**config.mk**
```make
export PLATFORM = sky130hd
export DESIGN_NAME = elbeth_mem_arbiter
export DESIGN_NICKNAME = d
export VERILOG_FILES = /design/src/rtl/elbeth_arb_pkg.sv /design/src/rtl/elbeth_rr_arb2.sv /design/src/rtl/elbeth_mem_arbiter.sv
export SDC_FILE = /design/constraint.sdc
export NUM_CORES = 1
export LEC_CHECK = 0
export CAP_MARGIN = 15
export CORE_MARGIN = 1.5
export CORE_UTILIZATION = 35
export DETAILED_ROUTE_END_ITERATION = 12
export PLACE_DENSITY = 0.7
export SETUP_SLACK_MARGIN = 0.5
export SLEW_MARGIN = 10
export SYNTH_ARGS = -nofsm -noshare
export SYNTH_HDL_FRONTEND = slang
export SYNTH_SLANG_ARGS = --single-unit
```
**constraint.sdc**
```tcl
create_clock -name clk -period 1.4 [get_ports clk]
set_input_delay 0.21 -clock clk [delete_from_list [all_inputs] [get_ports clk]]
set_output_delay 0.21 -clock clk [all_outputs]
set_load 0.02 [all_outputs]
```
**src/rtl/elbeth_arb_pkg.sv**
```systemverilog
// Shared definitions for the elbeth memory arbiter: FSM encoding, requester
// IDs and the read-access byte mask.
package elbeth_arb_pkg;

  typedef enum logic [1:0] {
    IDLE   = 2'd0,
    BUSY_I = 2'd1,
    BUSY_D = 2'd2
  } arb_state_e;

  localparam logic PORT_I = 1'b0;
  localparam logic PORT_D = 1'b1;

  localparam logic [3:0] RW_READ = 4'b0000;

endpackage

```
**src/rtl/elbeth_rr_arb2.sv**
```systemverilog
// Two-way round-robin grant: a lone requester wins outright; on a tie the
// requester that was not served last wins. Purely combinational.
module elbeth_rr_arb2 (
  input  logic [1:0] req,
  input  logic       last,
  output logic [1:0] gnt
);
  import elbeth_arb_pkg::*;

  // Resolve one-hot grant from the request pair and the last-served ID
  always_comb begin
    gnt = '0;
    if (req[PORT_I] && req[PORT_D]) begin
      if (last == PORT_I) begin
        gnt[PORT_D] = 1'b1;
      end else begin
        gnt[PORT_I] = 1'b1;
      end
    end else begin
      gnt = req;
    end
  end

endmodule

```
**src/rtl/elbeth_mem_arbiter.sv**
```systemverilog
// Arbitrates an instruction and a data requester onto one single-port memory.
// Optional access timeout enabled by defining ELBETH_ARB_TIMEOUT_EN; without
// it BUSY waits for mem_ready indefinitely and the error outputs are tied low.
module elbeth_mem_arbiter #(
  parameter int unsigned ADDR_W         = 8,
  parameter int unsigned DATA_W         = 32,
  parameter int unsigned TIMEOUT_CYCLES = 15
) (
  input  logic              clk,
  input  logic              rst,

  input  logic              i_en,
  input  logic [ADDR_W-1:0] i_addr,
  input  logic [DATA_W-1:0] i_wdata,
  input  logic [3:0]        i_rw,
  output logic [DATA_W-1:0] i_rdata,
  output logic              i_ready,
  output logic              i_error,

  input  logic              d_en,
  input  logic [ADDR_W-1:0] d_addr,
  input  logic [DATA_W-1:0] d_wdata,
  input  logic [3:0]        d_rw,
  output logic [DATA_W-1:0] d_rdata,
  output logic              d_ready,
  output logic              d_error,

  output logic              mem_en,
  output logic [ADDR_W-1:0] mem_addr,
  output logic [DATA_W-1:0] mem_wdata,
  output logic [3:0]        mem_rw,
  input  logic [DATA_W-1:0] mem_rdata,
  input  logic              mem_ready
);
  import elbeth_arb_pkg::*;

  arb_state_e        state_q, state_d;
  logic              last_q, last_d;
  logic              mem_en_q, mem_en_d;
  logic [ADDR_W-1:0] mem_addr_q, mem_addr_d;
  logic [DATA_W-1:0] mem_wdata_q, mem_wdata_d;
  logic [3:0]        mem_rw_q, mem_rw_d;
  logic [DATA_W-1:0] i_rdata_q, i_rdata_d;
  logic [DATA_W-1:0] d_rdata_q, d_rdata_d;
  logic              i_ready_q, i_ready_d;
  logic              d_ready_q, d_ready_d;
  logic [1:0]        gnt;

`ifdef ELBETH_ARB_TIMEOUT_EN
  localparam int unsigned CNT_W = (TIMEOUT_CYCLES > 1) ? $clog2(TIMEOUT_CYCLES) : 1;
  logic [CNT_W-1:0]  cnt_q, cnt_d;
  logic              i_error_q, i_error_d;
  logic              d_error_q, d_error_d;
`endif

  elbeth_rr_arb2 u_rr (
    .req  ({d_en, i_en}),
    .last (last_q),
    .gnt  (gnt)
  );

  // State and datapath registers; reset also aborts any access in flight
  always_ff @(posedge clk or negedge rst) begin
    if (!rst) begin
      state_q     <= IDLE;
      last_q      <= PORT_I;
      mem_en_q    <= 1'b0;
      mem_addr_q  <= '0;
      mem_wdata_q <= '0;
      mem_rw_q    <= RW_READ;
      i_rdata_q   <= '0;
      d_rdata_q   <= '0;
      i_ready_q   <= 1'b0;
      d_ready_q   <= 1'b0;
`ifdef ELBETH_ARB_TIMEOUT_EN
      cnt_q       <= '0;
      i_error_q   <= 1'b0;
      d_error_q   <= 1'b0;
`endif
    end else begin
      state_q     <= state_d;
      last_q      <= last_d;
      mem_en_q    <= mem_en_d;
      mem_addr_q  <= mem_addr_d;
      mem_wdata_q <= mem_wdata_d;
      mem_rw_q    <= mem_rw_d;
      i_rdata_q   <= i_rdata_d;
      d_rdata_q   <= d_rdata_d;
      i_ready_q   <= i_ready_d;
      d_ready_q   <= d_ready_d;
`ifdef ELBETH_ARB_TIMEOUT_EN
      cnt_q       <= cnt_d;
      i_error_q   <= i_error_d;
      d_error_q   <= d_error_d;
`endif
    end
  end

  // Next-state: grant from IDLE, hold request fields while BUSY, complete on mem_ready
  always_comb begin
    state_d     = state_q;
    last_d      = last_q;
    mem_en_d    = mem_en_q;
    mem_addr_d  = mem_addr_q;
    mem_wdata_d = mem_wdata_q;
    mem_rw_d    = mem_rw_q;
    i_rdata_d   = i_rdata_q;
    d_rdata_d   = d_rdata_q;
    i_ready_d   = 1'b0;
    d_ready_d   = 1'b0;
`ifdef ELBETH_ARB_TIMEOUT_EN
    cnt_d       = cnt_q;
    i_error_d   = 1'b0;
    d_error_d   = 1'b0;
`endif

    case (state_q)
      IDLE: begin
        if (gnt[PORT_D]) begin
          state_d     = BUSY_D;
          last_d      = PORT_D;
          mem_en_d    = 1'b1;
          mem_addr_d  = d_addr;
          mem_wdata_d = d_wdata;
          mem_rw_d    = d_rw;
        end else if (gnt[PORT_I]) begin
          state_d     = BUSY_I;
          last_d      = PORT_I;
          mem_en_d    = 1'b1;
          mem_addr_d  = i_addr;
          mem_wdata_d = i_wdata;
          mem_rw_d    = i_rw;
        end
`ifdef ELBETH_ARB_TIMEOUT_EN
        cnt_d = '0;
`endif
      end

      BUSY_I, BUSY_D: begin
        if (mem_ready) begin
          state_d  = IDLE;
          mem_en_d = 1'b0;
          if (state_q == BUSY_D) begin
            d_rdata_d = mem_rdata;
            d_ready_d = 1'b1;
          end else begin
            i_rdata_d = mem_rdata;
            i_ready_d = 1'b1;
          end
        end
`ifdef ELBETH_ARB_TIMEOUT_EN
        // Late mem_ready on the final allowed edge still wins over the timeout
        else if (cnt_q == CNT_W'(TIMEOUT_CYCLES - 1)) begin
          state_d  = IDLE;
          mem_en_d = 1'b0;
          if (state_q == BUSY_D) begin
            d_ready_d = 1'b1;
            d_error_d = 1'b1;
          end else begin
            i_ready_d = 1'b1;
            i_error_d = 1'b1;
          end
        end else begin
          cnt_d = cnt_q + 1'b1;
        end
`endif
      end

      default: begin
        state_d  = IDLE;
        mem_en_d = 1'b0;
      end
    endcase
  end

  assign mem_en    = mem_en_q;
  assign mem_addr  = mem_addr_q;
  assign mem_wdata = mem_wdata_q;
  assign mem_rw    = mem_rw_q;
  assign i_rdata   = i_rdata_q;
  assign d_rdata   = d_rdata_q;
  assign i_ready   = i_ready_q;
  assign d_ready   = d_ready_q;

`ifdef ELBETH_ARB_TIMEOUT_EN
  assign i_error   = i_error_q;
  assign d_error   = d_error_q;
`else
  assign i_error   = 1'b0;
  assign d_error   = 1'b0;
`endif

endmodule

```
==> impl_metrics.csv <==
group,metric,value,unit
sta,rsz0062_at_grt,"yes",
drt,routed_via_density,4.89,
synthesis,syn_avg_cell_area,11.8,um2
global_route,met1_usage,0.233,
run_status,status,"complete, but fails checks",
floorplanning,fp-row-count,42,
placement,dp_hpwl,9.62,mm
sta,setup-violations-final,101,
clock_network,clock-sinks,114,
job,maxCapViolations,0,
floorplanning,die-height,120,um
synthesis,synth_flop_cell,"dfrtp_1",
power,irDropWorstVdd,1.27,mV
sta,period_needed,1.54,ns
synthesis,synth.area.top_cells,"dfrtp_1 (60%), mux2_2 (15%), nand2_1 (7.0%)",
global_route,use_met2,0.393,
clock_network,clock_latency,0.41,ns
floorplanning,die-width,120,um
power,p_leak,4.29,nW
cells_and_area,syn_to_final_growth,102,%
sta,max_clock_freq,0.649,GHz
synthesis,synth.most_common_cell,"dfrtp_1",
synthesis,synth_area,4790,um2
cells_and_area,final_nets,872,
clock_network,clockBufferDepth,2,
sta,drv_slew,0,
global_route,grt_max_degree,37,
critical_path,critPathMaxFanout,33,
cells_and_area,num-fill-cells,852,
synthesis,ys_seq_area_frac,0.595,
cells_and_area,antenna_cells,0,
drt,first_pass_iters,4,
sta,worst_slack,-0.140,ns
cells_and_area,finish.utilization,0.728,
synthesis,synthArstFlopShare,1.00,
critical_path,worstSetupStartpointType,"register",
drt,drtIter0Drc,199,
synthesis,yosys.area.top_type,"dfrtp_1",
critical_path,cp-end-kind,"register",
drt,drtAntennaViolNets,0,
clock_network,numCtsBuffers,17,
synthesis,yosysWarningCount,0,
floorplanning,pin_count,238,
floorplanning,start_util,0.360,
global_route,grt_pass1_wl,24.4,mm
synthesis,synthCells,406,
run_status,violations,"negative setup slack",
global_route,top_usage_layer,"met2",
power,totalPowerFinal,25.5,mW
critical_path,path_class,"reg2reg",
clock_network,cts-htree-levels,4,
sta,skew,0.00447,ns
sta,fin_crit_sh,1.10,
floorplanning,die-area,14400,um2
global_route,track_usage,0.220,
cells_and_area,drive_above_1_share,0.512,
critical_path,arrival,1.83,ns
clock_network,clkTransAtPathRegs,0.05,ns
synthesis,yosys.area.top_type_share,0.595,
global_route,antenna_found_initial,0,
synthesis,synth_edf_count,0,
global_route,use_met3,0.0722,
synthesis,ys_top_cells_by_count,"dfrtp_1 (114), nand2_1 (90), mux2_2 (64)",
clock_network,root_buffer,"clkbuf_16",
critical_path,crit_required,1.69,ns
global_route,grt_pass1_vias,4836,
synthesis,yosys.cell_types.count,22,
global_route,grt-ovfl-total,0,
drt,routed_wirelength,16.6,mm
drt,vias,4565,
sta,final-hold-violation-count,0,
drt,drc_errors,0,
drt,wl_per_cell,17.8,um
clock_network,cts_tree,"built",
power,p_per_area,2630,nW/um2
placement,gp_congestion,0.796,
synthesis,synth_seq_cells,114,
placement,io_buffers,235,
worst_hold_path,hp-class,"in2async",
floorplanning,core,13300,um2
==> critical path, stage by stage, from the launching register on <==
cell and delay, ns:
dfrtp_1 0.39, inv_2 0.09, ha_4 0.20, nand3b_1 0.12
buf_12 0.23, mux2_2 0.36
==> path summary, 6_finish.rpt <==
| path | start | to | depth (start not counted) | slack (ns) |
|---|---|---|---|---|
| max | state_q[1] | i_rdata[24] | 5 | -0.14 |
| min | rst | mem_wdata[22] | 2 | 0.25 |
| max reg2reg | state_q[1] | i_rdata[24] | 5 | -0.14 |
| min reg2reg | d_rdata[26] | d_rdata[26] | 1 | 0.53 |
| max in group asynchronous | rst | mem_wdata[16] | 3 | 0.64 |
| min in group clk | i_wdata[12] | mem_wdata[12] | 3 | 0.35 |
==> power breakdown <==
group / total [mW] / leakage [nW] / internal [mW] / switching [mW]
clock: 4.80 / 0.326 / 3.33 / 1.47
combinational: 14.4 / 2.64 / 8.16 / 6.24
sequential: 6.28 / 1.33 / 5.01 / 1.28
total: 25.5 / 4.29 / 16.5 / 8.99
==> cell usage in the layout, fill, tap and decap left out, types with 2 or more instances in the layout <==
cell type,instances
nor2_2,8
buf_16,11
clkdlybuf4s50_1,123
bufinv_16,5
mux2_4,3
clkinv_2,4
buf_8,5
clkbuf_8,4
conb_1,2
a21oi_2,2
nand2_1,88
a31oi_1,33
nor2_4,37
inv_2,2
clkbuf_16,17
dfrtp_1,113
buf_12,16
a31oi_2,12
buf_4,69
mux2_2,61
inv_1,4
buf_6,121
==> cells by family after synthesis <==
group                    after synthesis  share of synthesized area
flip-flops                           114                      0.595
adder cells (fa/ha/maj)                2                    0.00522
other                                  1                   0.000783
AND/OR/NAND/NOR                      138                      0.109
buffers and inverters                 33                     0.0501
multiplexers                          64                      0.150
AO/OA/AOI/OAI                         54                     0.0888
==> metal layers <==
metal	part of all wire	vias up
met5	0	-
met4	0.039	0
met3	0.066	54
met2	0.53	197
met1	0.36	2250
li1	-	2064
==> registers in the layout, indices dropped and copies added (netlist names), 2 cells and up <==
| signal | cells |
|---|---|
| d_rdata | 32 |
| i_rdata | 32 |
| mem_wdata | 32 |
| mem_addr | 8 |
| mem_rw | 4 |
| state_q | 2 |
==> cell type report <==
cell class,instances,area (um2),share of cell area
Multi-Input combinational cell,260,2100,0.217
Tap cell,176,220,0.0228
Sequential cell,114,2850,0.295
Clock buffer,22,484,0.0500
Clock inverter,10,178,0.0184
Inverter,6,22.5,0.00233
Timing Repair Buffer,346,3820,0.395
==> what timing repair did <==
action	CTS	global route
cloned	11	0
setup endpoints to repair	225	225
hold buffers	1	0
hold endpoints to repair	20	0
gates resized for setup	751	41
buffers inserted	31	46
pin swaps	4	4
==> stage by stage <==
stage | worst slack [ns] | area, um2 | hold WS, ns | cells | setup TNS, ns
6_report | -0.140 | 9680 | 0.246 | 934 | -8.26
5_1_grt | -0.211 | 9680 | 0.281 | 934 | -16.27
4_1_cts | -0.141 | 9150 | 0.241 | 888 | -7.40
3_5_place_dp | -0.250 | 7480 | 0.143 | 813 | -14.24
3_3_place_gp | -0.149 | 7480 | 0.144 | 813 | -11.60
2_1_floorplan | -0.101 | 4890 | -0.0856 | 407 | -2.92
(Power assumes the default switching activity.)
